### src/rtl/cpu_ctrl_pkg.sv
// Shared definitions for the CPU clock-pulse controller: FSM state type and default parameters.
`default_nettype none

package cpu_ctrl_pkg;

    typedef enum logic [1:0] {
        S_STOP = 2'b00,
        S_RUN  = 2'b01,
        S_HALT = 2'b10
    } state_e;

    localparam int unsigned SYNC_STAGES_DEF     = 2;
    localparam logic [15:0] DEBOUNCE_CYCLES_DEF = 16'd50000;

endpackage

`default_nettype wire

### src/rtl/sync_edge_det.sv
// Multi-flop synchronizer for an asynchronous level, plus a one-cycle rising-edge pulse.
`default_nettype none

module sync_edge_det
    import cpu_ctrl_pkg::*;
#(
    parameter int unsigned SYNC_STAGES = SYNC_STAGES_DEF
) (
    input  logic clk_i,
    input  logic rst_ni,
    input  logic d_i,
    output logic level_o,
    output logic rise_o
);

    logic [SYNC_STAGES-1:0] sync_q;
    logic                   prev_q;

    always_ff @(posedge clk_i or negedge rst_ni) begin
        if (!rst_ni) begin
            sync_q <= '0;
            prev_q <= 1'b0;
        end else begin
            sync_q <= {sync_q[SYNC_STAGES-2:0], d_i};
            prev_q <= sync_q[SYNC_STAGES-1];
        end
    end

    assign level_o = sync_q[SYNC_STAGES-1];
    assign rise_o  = sync_q[SYNC_STAGES-1] & ~prev_q;

endmodule

`default_nettype wire

### src/rtl/cpu_clk_pulse_ctrl.sv
// Turns the slow clock or a step button into single-cycle CPU enables with run/step/halt control.
// Optional step-button debounce when CPU_CLK_STEP_DEBOUNCE_EN is defined.
`default_nettype none

module cpu_clk_pulse_ctrl
    import cpu_ctrl_pkg::*;
#(
    parameter int unsigned SYNC_STAGES     = SYNC_STAGES_DEF,
    parameter logic [15:0] DEBOUNCE_CYCLES = DEBOUNCE_CYCLES_DEF,
    parameter int unsigned CNT_W           = 8
) (
    input  logic             CLK,
    input  logic             CLRn,
    input  logic             clk_slow,
    input  logic             run_sw,
    input  logic             step_btn,
    input  logic             halt,
    output logic             cpu_en,
    output logic             running,
    output logic             halted,
    output logic [CNT_W-1:0] step_cnt
);

    logic slow_lvl, tick;
    logic btn_lvl, btn_rise;
    logic run_s, run_rise;
    logic step_req;
    logic unused_w;

    sync_edge_det #(.SYNC_STAGES(SYNC_STAGES)) u_sync_slow (
        .clk_i(CLK), .rst_ni(CLRn), .d_i(clk_slow), .level_o(slow_lvl), .rise_o(tick)
    );

    sync_edge_det #(.SYNC_STAGES(SYNC_STAGES)) u_sync_btn (
        .clk_i(CLK), .rst_ni(CLRn), .d_i(step_btn), .level_o(btn_lvl), .rise_o(btn_rise)
    );

    sync_edge_det #(.SYNC_STAGES(SYNC_STAGES)) u_sync_run (
        .clk_i(CLK), .rst_ni(CLRn), .d_i(run_sw), .level_o(run_s), .rise_o(run_rise)
    );

`ifdef CPU_CLK_STEP_DEBOUNCE_EN
    logic        deb_q, deb_d;
    logic [15:0] deb_cnt_q, deb_cnt_d;

    // Request fires on the very sample that completes the stable run, so it lines up with the flip.
    always_comb begin
        deb_d     = deb_q;
        deb_cnt_d = '0;
        step_req  = 1'b0;
        if (btn_lvl != deb_q) begin
            if (deb_cnt_q + 16'd1 >= DEBOUNCE_CYCLES) begin
                deb_d    = btn_lvl;
                step_req = btn_lvl;
            end else begin
                deb_cnt_d = deb_cnt_q + 16'd1;
            end
        end
    end

    always_ff @(posedge CLK or negedge CLRn) begin
        if (!CLRn) begin
            deb_q     <= 1'b0;
            deb_cnt_q <= '0;
        end else begin
            deb_q     <= deb_d;
            deb_cnt_q <= deb_cnt_d;
        end
    end

    assign unused_w = ^{btn_rise, slow_lvl, run_rise};
`else
    assign step_req = btn_rise;
    assign unused_w = ^{DEBOUNCE_CYCLES, btn_lvl, slow_lvl, run_rise};
`endif

    state_e           state_q, state_d;
    logic             cpu_en_d, running_d, halted_d;
    logic [CNT_W-1:0] step_cnt_d;

    always_ff @(posedge CLK or negedge CLRn) begin
        if (!CLRn) begin
            state_q  <= S_STOP;
            cpu_en   <= 1'b0;
            running  <= 1'b0;
            halted   <= 1'b0;
            step_cnt <= '0;
        end else begin
            state_q  <= state_d;
            cpu_en   <= cpu_en_d;
            running  <= running_d;
            halted   <= halted_d;
            step_cnt <= step_cnt_d;
        end
    end

    // Halt outranks everything; a mode change outranks a pulse in the same cycle.
    always_comb begin
        state_d = state_q;
        case (state_q)
            S_STOP: begin
                if (halt)       state_d = S_HALT;
                else if (run_s) state_d = S_RUN;
            end
            S_RUN: begin
                if (halt)        state_d = S_HALT;
                else if (!run_s) state_d = S_STOP;
            end
            S_HALT:  state_d = S_HALT;
            default: state_d = S_STOP;
        endcase
    end

    always_comb begin
        cpu_en_d   = ((state_q == S_STOP) && !halt && !run_s && step_req) ||
                     ((state_q == S_RUN)  && !halt &&  run_s && tick);
        running_d  = (state_d == S_RUN);
        halted_d   = (state_d == S_HALT);
        step_cnt_d = step_cnt + {{(CNT_W-1){1'b0}}, cpu_en_d};
    end

endmodule

`default_nettype wire

### config.mk
export PLATFORM = sky130hd
export DESIGN_NAME = cpu_clk_pulse_ctrl
export DESIGN_NICKNAME = d
export VERILOG_FILES = /design/src/rtl/cpu_ctrl_pkg.sv /design/src/rtl/sync_edge_det.sv /design/src/rtl/cpu_clk_pulse_ctrl.sv
export SDC_FILE = /design/constraint.sdc
export NUM_CORES = 1
export LEC_CHECK = 0
export BUFFER_PORTS_ARGS = -buffer_cell sky130_fd_sc_hd__buf_2
export CAP_MARGIN = 40
export CORE_MARGIN = 2
export CORE_UTILIZATION = 30
export CTS_BUF_LIST = sky130_fd_sc_hd__clkbuf_4
export CTS_CLUSTER_DIAMETER = 100
export DETAILED_ROUTE_END_ITERATION = 12
export GPL_ROUTABILITY_DRIVEN = 0
export GPL_TIMING_DRIVEN = 0
export REMOVE_ABC_BUFFERS = 1
export SYNTH_ARGS = -nofsm -noshare
export SYNTH_HDL_FRONTEND = slang
export SYNTH_SLANG_ARGS = --single-unit
### constraint.sdc
create_clock -name CLK -period 2.5 [get_ports CLK]
set_input_delay 0.25 -clock CLK [delete_from_list [all_inputs] [get_ports CLK]]
set_output_delay 0.25 -clock CLK [all_outputs]
set_load 0.02 [all_outputs]
**Yosys cells after proc, flatten, opt, wreduce, memory -nomap -nowiden**

Cells that the tools add are included.

- Input port bits: 6
- Register bits: 21
- Word-level logic and storage cells: 34

- Bitwise logic cells: 4
- Reduce and logical (&&, ||, !) cells: 10
- Multiplexer cells: 5
- Eq/ne operators: 4
- Add/subtract/negate cells: 1

Operator list:

| cell | count |
|---|---|
| 8-bit by 1-bit adder with 8-bit output | 1 |
| 2-bit 2-to-1 mux | 4 |
| 1-bit logical AND | 6 |
| 2-bit case mux with 3 select lines | 1 |
| 2-bit by 1-bit == test with 1-bit output, second input constant | 2 |
| 2-bit == test, second input constant | 2 |
| 1-bit bitwise AND | 2 |
| 1-bit logical NOT | 2 |
| 2-bit logical NOT | 1 |
| 1-bit NOT | 2 |
| 1-bit logical OR | 1 |

**Depth between registers and ports, before layout**

- Word-level depth: 6
- Depth in mapped cells: 6
- Depth with buffers taken out: 6

**Cells and area by module**

From an unflattened synthesis, not the netlist that was laid out.

- Cell total of the unflattened synthesis: 48
- Area total of the unflattened synthesis: 757.0 sq um

Modules (own cells, without submodules):

| module | seq. area each (sq um) | area each (sq um) | cells each | instances |
|---|---|---|---|---|
| cpu_clk_pulse_ctrl | 325.3 | 490.5 | 36 | 1 |
| sync_edge_det | 75.1 | 88.8 | 4 | 3 |

**Worst setup path before layout**

Ideal clock, no wire load.

- Path kind: register to register
- From: reg u_sync_run.sync_q[1]
- To: reg step_cnt[4]
- Library setup time: 129 ps
- Path buffers: 0
- Required time: 2371 ps
- Clock period less this slack: 1912 ps
- Slack: 588 ps
- Data arrival time: 1783 ps
- Cell stages (with the launch flop): 7
- Path through: dfrtp_1 or4b_1 a211oi_2 ha_1 ha_1 nand3_1 xnor2_1

- Longest elaborated chain between the ends: 5

RTL lines:

| what | line | source |
|---|---|---|
| start: declaration | sync_edge_det.sv:16 | `logic [SYNC_STAGES-1:0] sync_q;` |
| start signal: assignment | sync_edge_det.sv:24 | `sync_q <= {sync_q[SYNC_STAGES-2:0], d_i};` |
| 1-bit logical NOT | cpu_clk_pulse_ctrl.sv:115 | `cpu_en_d = ((state_q == S_STOP) && !halt && !run_s && step_req) \|\|` |
| 1-bit logical AND (2 in a row) | cpu_clk_pulse_ctrl.sv:115 |  |
| 1-bit logical OR * | cpu_clk_pulse_ctrl.sv:115 |  |
| net cpu_en_d | cpu_clk_pulse_ctrl.sv:78 | `logic cpu_en_d, running_d, halted_d;` |
| 8-bit by 1-bit adder with 8-bit output * | cpu_clk_pulse_ctrl.sv:119 | `step_cnt_d = step_cnt + {{(CNT_W-1){1'b0}}, cpu_en_d};` |
| net step_cnt_d[4] | cpu_clk_pulse_ctrl.sv:79 | `logic [CNT_W-1:0] step_cnt_d;` |
| end signal: assignment | cpu_clk_pulse_ctrl.sv:93 | `step_cnt <= step_cnt_d;` |
| end: declaration | cpu_clk_pulse_ctrl.sv:21 | `output logic [CNT_W-1:0] step_cnt` |

Mark *: on every way through the listed nets, which the timed path passes. The rest lies on a longest branch.

**Worst setup path in the final report**

Ends and elaborated chain as after synthesis.

==> impl_metrics.json <==
{
  "run_status": "finished, final reports clean",
  "cts_buffer_depth": 2,
  "yosys-top-cells-count": "dfrtp_1 (21), nand3_1 (5), xnor2_1 (5)",
  "finClkSkew_ps": 6.60,
  "cts_setup_buffers": 0,
  "grt_remaining_overflow": 0,
  "port_buffers": 16,
  "tritoncts": "done",
  "syn-cell-area_um2": 711,
  "cts_hold_buf": 1,
  "synth.area.top_cells": "dfrtp_1 (74%), xnor2_1 (6.2%), ha_1 (3.5%), nand3_1 (3.5%), mux2i_1 (2.8%)",
  "layout-drive-gt1-share_pct": 32.3,
  "endpoint": "step_cnt[4]",
  "avgSynthCellArea_um2": 16.2,
  "grt_pass1_vias": 359,
  "cts.sinks": 21,
  "pwr-share-comb_pct": 3.6,
  "setup_tns_ps": 0,
  "synth_ff_type": "dfrtp_1",
  "cap_violations": 0,
  "fin_util_pct": 38.8,
  "clockPowerShare_pct": 30.5,
  "cp_data_required_time_ps": 2680,
  "drt_drc_violations_left": 0,
  "n_antenna_cell": 0,
  "synth_edf_count": 0,
  "rsz0062_at_grt": "no",
  "p_sw_share_pct": 20.0,
  "place_area_um2": 826,
  "p_sw_uw": 107,
  "r2r_slack_ps": 440,
  "worstSetupPathType": "reg -> reg",
  "clock_latency_ps": 290,
  "die_y_um": 52.7,
  "routed_wl_um": 948,
  "cts.repair.resized": 0,
  "rr_worst_depth": 6,
  "routed_via_density": 4.39,
  "grt_pass1_wl_mm": 1.64,
  "num_rows": 17,
  "synth-seq-cells": 21,
  "firstDrtPassIters": 4,
  "crit_path_end_kind": "register",
  "grt_usage_pct": 8.41,
  "slew_violations": 0,
  "nets": 74,
  "ant_nets": 0,
  "synth_area_leader_cell": "dfrtp_1",
  "relSlewSlack_pct": 71.0,
  "clk_pin_slew_worst_paths_ps": 100,
  "yosysMostFrequentCell": "dfrtp_1",
  "instances_no_fill": 93,
  "coreArea_um2": 2230,
  "yosysWarnings": 0,
  "powerDensity_nw_per_um2": 618,
  "hold_class": "in -> reg",
  "num-fill-cells": 214,
  "fin_area_um2": 866,
  "cts_root_buf": "clkbuf_4",
  "drt_iter0_drc": 1,
  "timing.final.crit_share_pct": 82.4,
  "area_growth_pct": 21.8,
  "worst_pin_slew_ps": 436,
  "synth.top_cell.area_share_pct": 73.9,
  "pwr-share-seq_pct": 65.8,
  "initial_core_util_pct": 31.8,
  "async_flop_share_pct": 100,
  "wire_per_inst_um": 10.2,
  "cp_max_fo": 4,
  "reg2reg_to": "step_cnt[4]",
  "grt_max_degree": 22,
  "dpl.cell_count": 88,
  "cts_buffers": 3,
  "fmaxAchievable_mhz": 486,
  "synthCells": 44,
  "vias": 408,
  "ys_seq_area_share_pct": 73.9,
  "post-dp-hpwl_um": 689,
  "vdd_drop_max_mv": 0.347,
  "r2r-start": "u_sync_run.sync_q[1]",
  "die_area_um2": 2770,
  "power.leakage_nw": 0.445,
  "p_int_uw": 428,
  "htree_levels": 1,
  "die_w_um": 52.7,
  "setup_viol": 0,
  "finalHoldViolCount": 0,
  "startpoint": "u_sync_run.sync_q[1]",
  "post-route-min-period_ps": 2060,
  "start_kind": "register",
  "cp.arrival_ps": 2240,
  "antenna_found_initial": 0,
  "io_pins": 17,
  "synth_cell_type_count": 12
}
-- final cells by class --
class | count | area, um2 | share of cell area [%]
Clock buffer | 4 | 30.0 | 3.47
Tap cell | 28 | 35.0 | 4.05
Multi-Input combinational cell | 22 | 181 | 21.0
Sequential cell | 21 | 526 | 60.7
Inverter | 1 | 3.75 | 0.434
Timing Repair Buffer | 17 | 90.1 | 10.4
-- critical path: stages (launching register included) --
cell and delay, ps:
dfrtp_1 410, or4b_1 540, a211oi_2 270, ha_1 250
ha_1 240, nand3_1 110, xnor2_1 140
-- sequential cells by signal, summed over array words and instances (netlist names), 2 cells and up --
register,flops
u_sync_slow.sync_q,2
u_sync_btn.sync_q,2
state_q,2
u_sync_run.sync_q,2
step_cnt,8
-- worst min-delay path by stage --
| stage | to | from | depth (start not counted) |
|---|---|---|---|
| 2_1_floorplan | cpu_en | CLRn | 0 |
| 3_3_place_gp | step_cnt[4] | CLRn | 1 |
| 3_5_place_dp | step_cnt[4] | CLRn | 1 |
| 4_1_cts | u_sync_btn.sync_q[0] | step_btn | 1 |
| 5_1_grt | u_sync_btn.sync_q[0] | step_btn | 1 |
| 6_report | u_sync_btn.sync_q[0] | step_btn | 1 |
-- per-layer routing --
metal | vias up | GRT usage, % | part of all wire (%)
li1 | 195 | - | -
met1 | 198 | 11.2 | 48
met2 | 13 | 11.3 | 44
met3 | 2 | 4.29 | 7.1
met4 | 0 | 3.85 | 1.1
met5 | - | 0 | 0
-- placed cells by master (no fill, tap or decap) --
cell	n
nand3_1	5
or4b_1	1
a211oi_2	1
dlygate4sd3_1	1
mux2i_1	2
inv_1	1
clkbuf_4	4
dfrtp_1	21
buf_2	16
xor2_1	1
nand4b_1	1
and3_1	2
ha_1	2
nor3b_1	2
xnor2_1	5
-- logic make-up after synthesis --
kind of cell	share of synthesized area [%]
adder cells (fa/ha/maj)	3.52
flip-flops	73.9
buffers and inverters	0.528
XOR/XNOR	7.39
multiplexers	2.82
AO/OA/AOI/OAI	1.76
AND/OR/NAND/NOR	10.0
-- through the flow --
step	total power [mW]	hold slack, ps	worst slack (ps)
after floorplan	0.364	-45.6	588
after global placement	0.378	219	462
after detailed placement	0.379	230	459
after CTS	0.550	40.8	435
after global routing	0.566	24.9	268
final	0.535	59.0	441
-- power groups by stage --
stage | logic, mW | registers (mW) | clock network [mW]
2_1_floorplan | 0.00267 | 0.361 | 0
3_3_place_gp | 0.0190 | 0.359 | 0
3_5_place_dp | 0.0195 | 0.359 | 0
4_1_cts | 0.0207 | 0.353 | 0.177
5_1_grt | 0.0221 | 0.354 | 0.191
6_report | 0.0194 | 0.352 | 0.163
No activity file was read; power rests on OpenSTA's default activity.
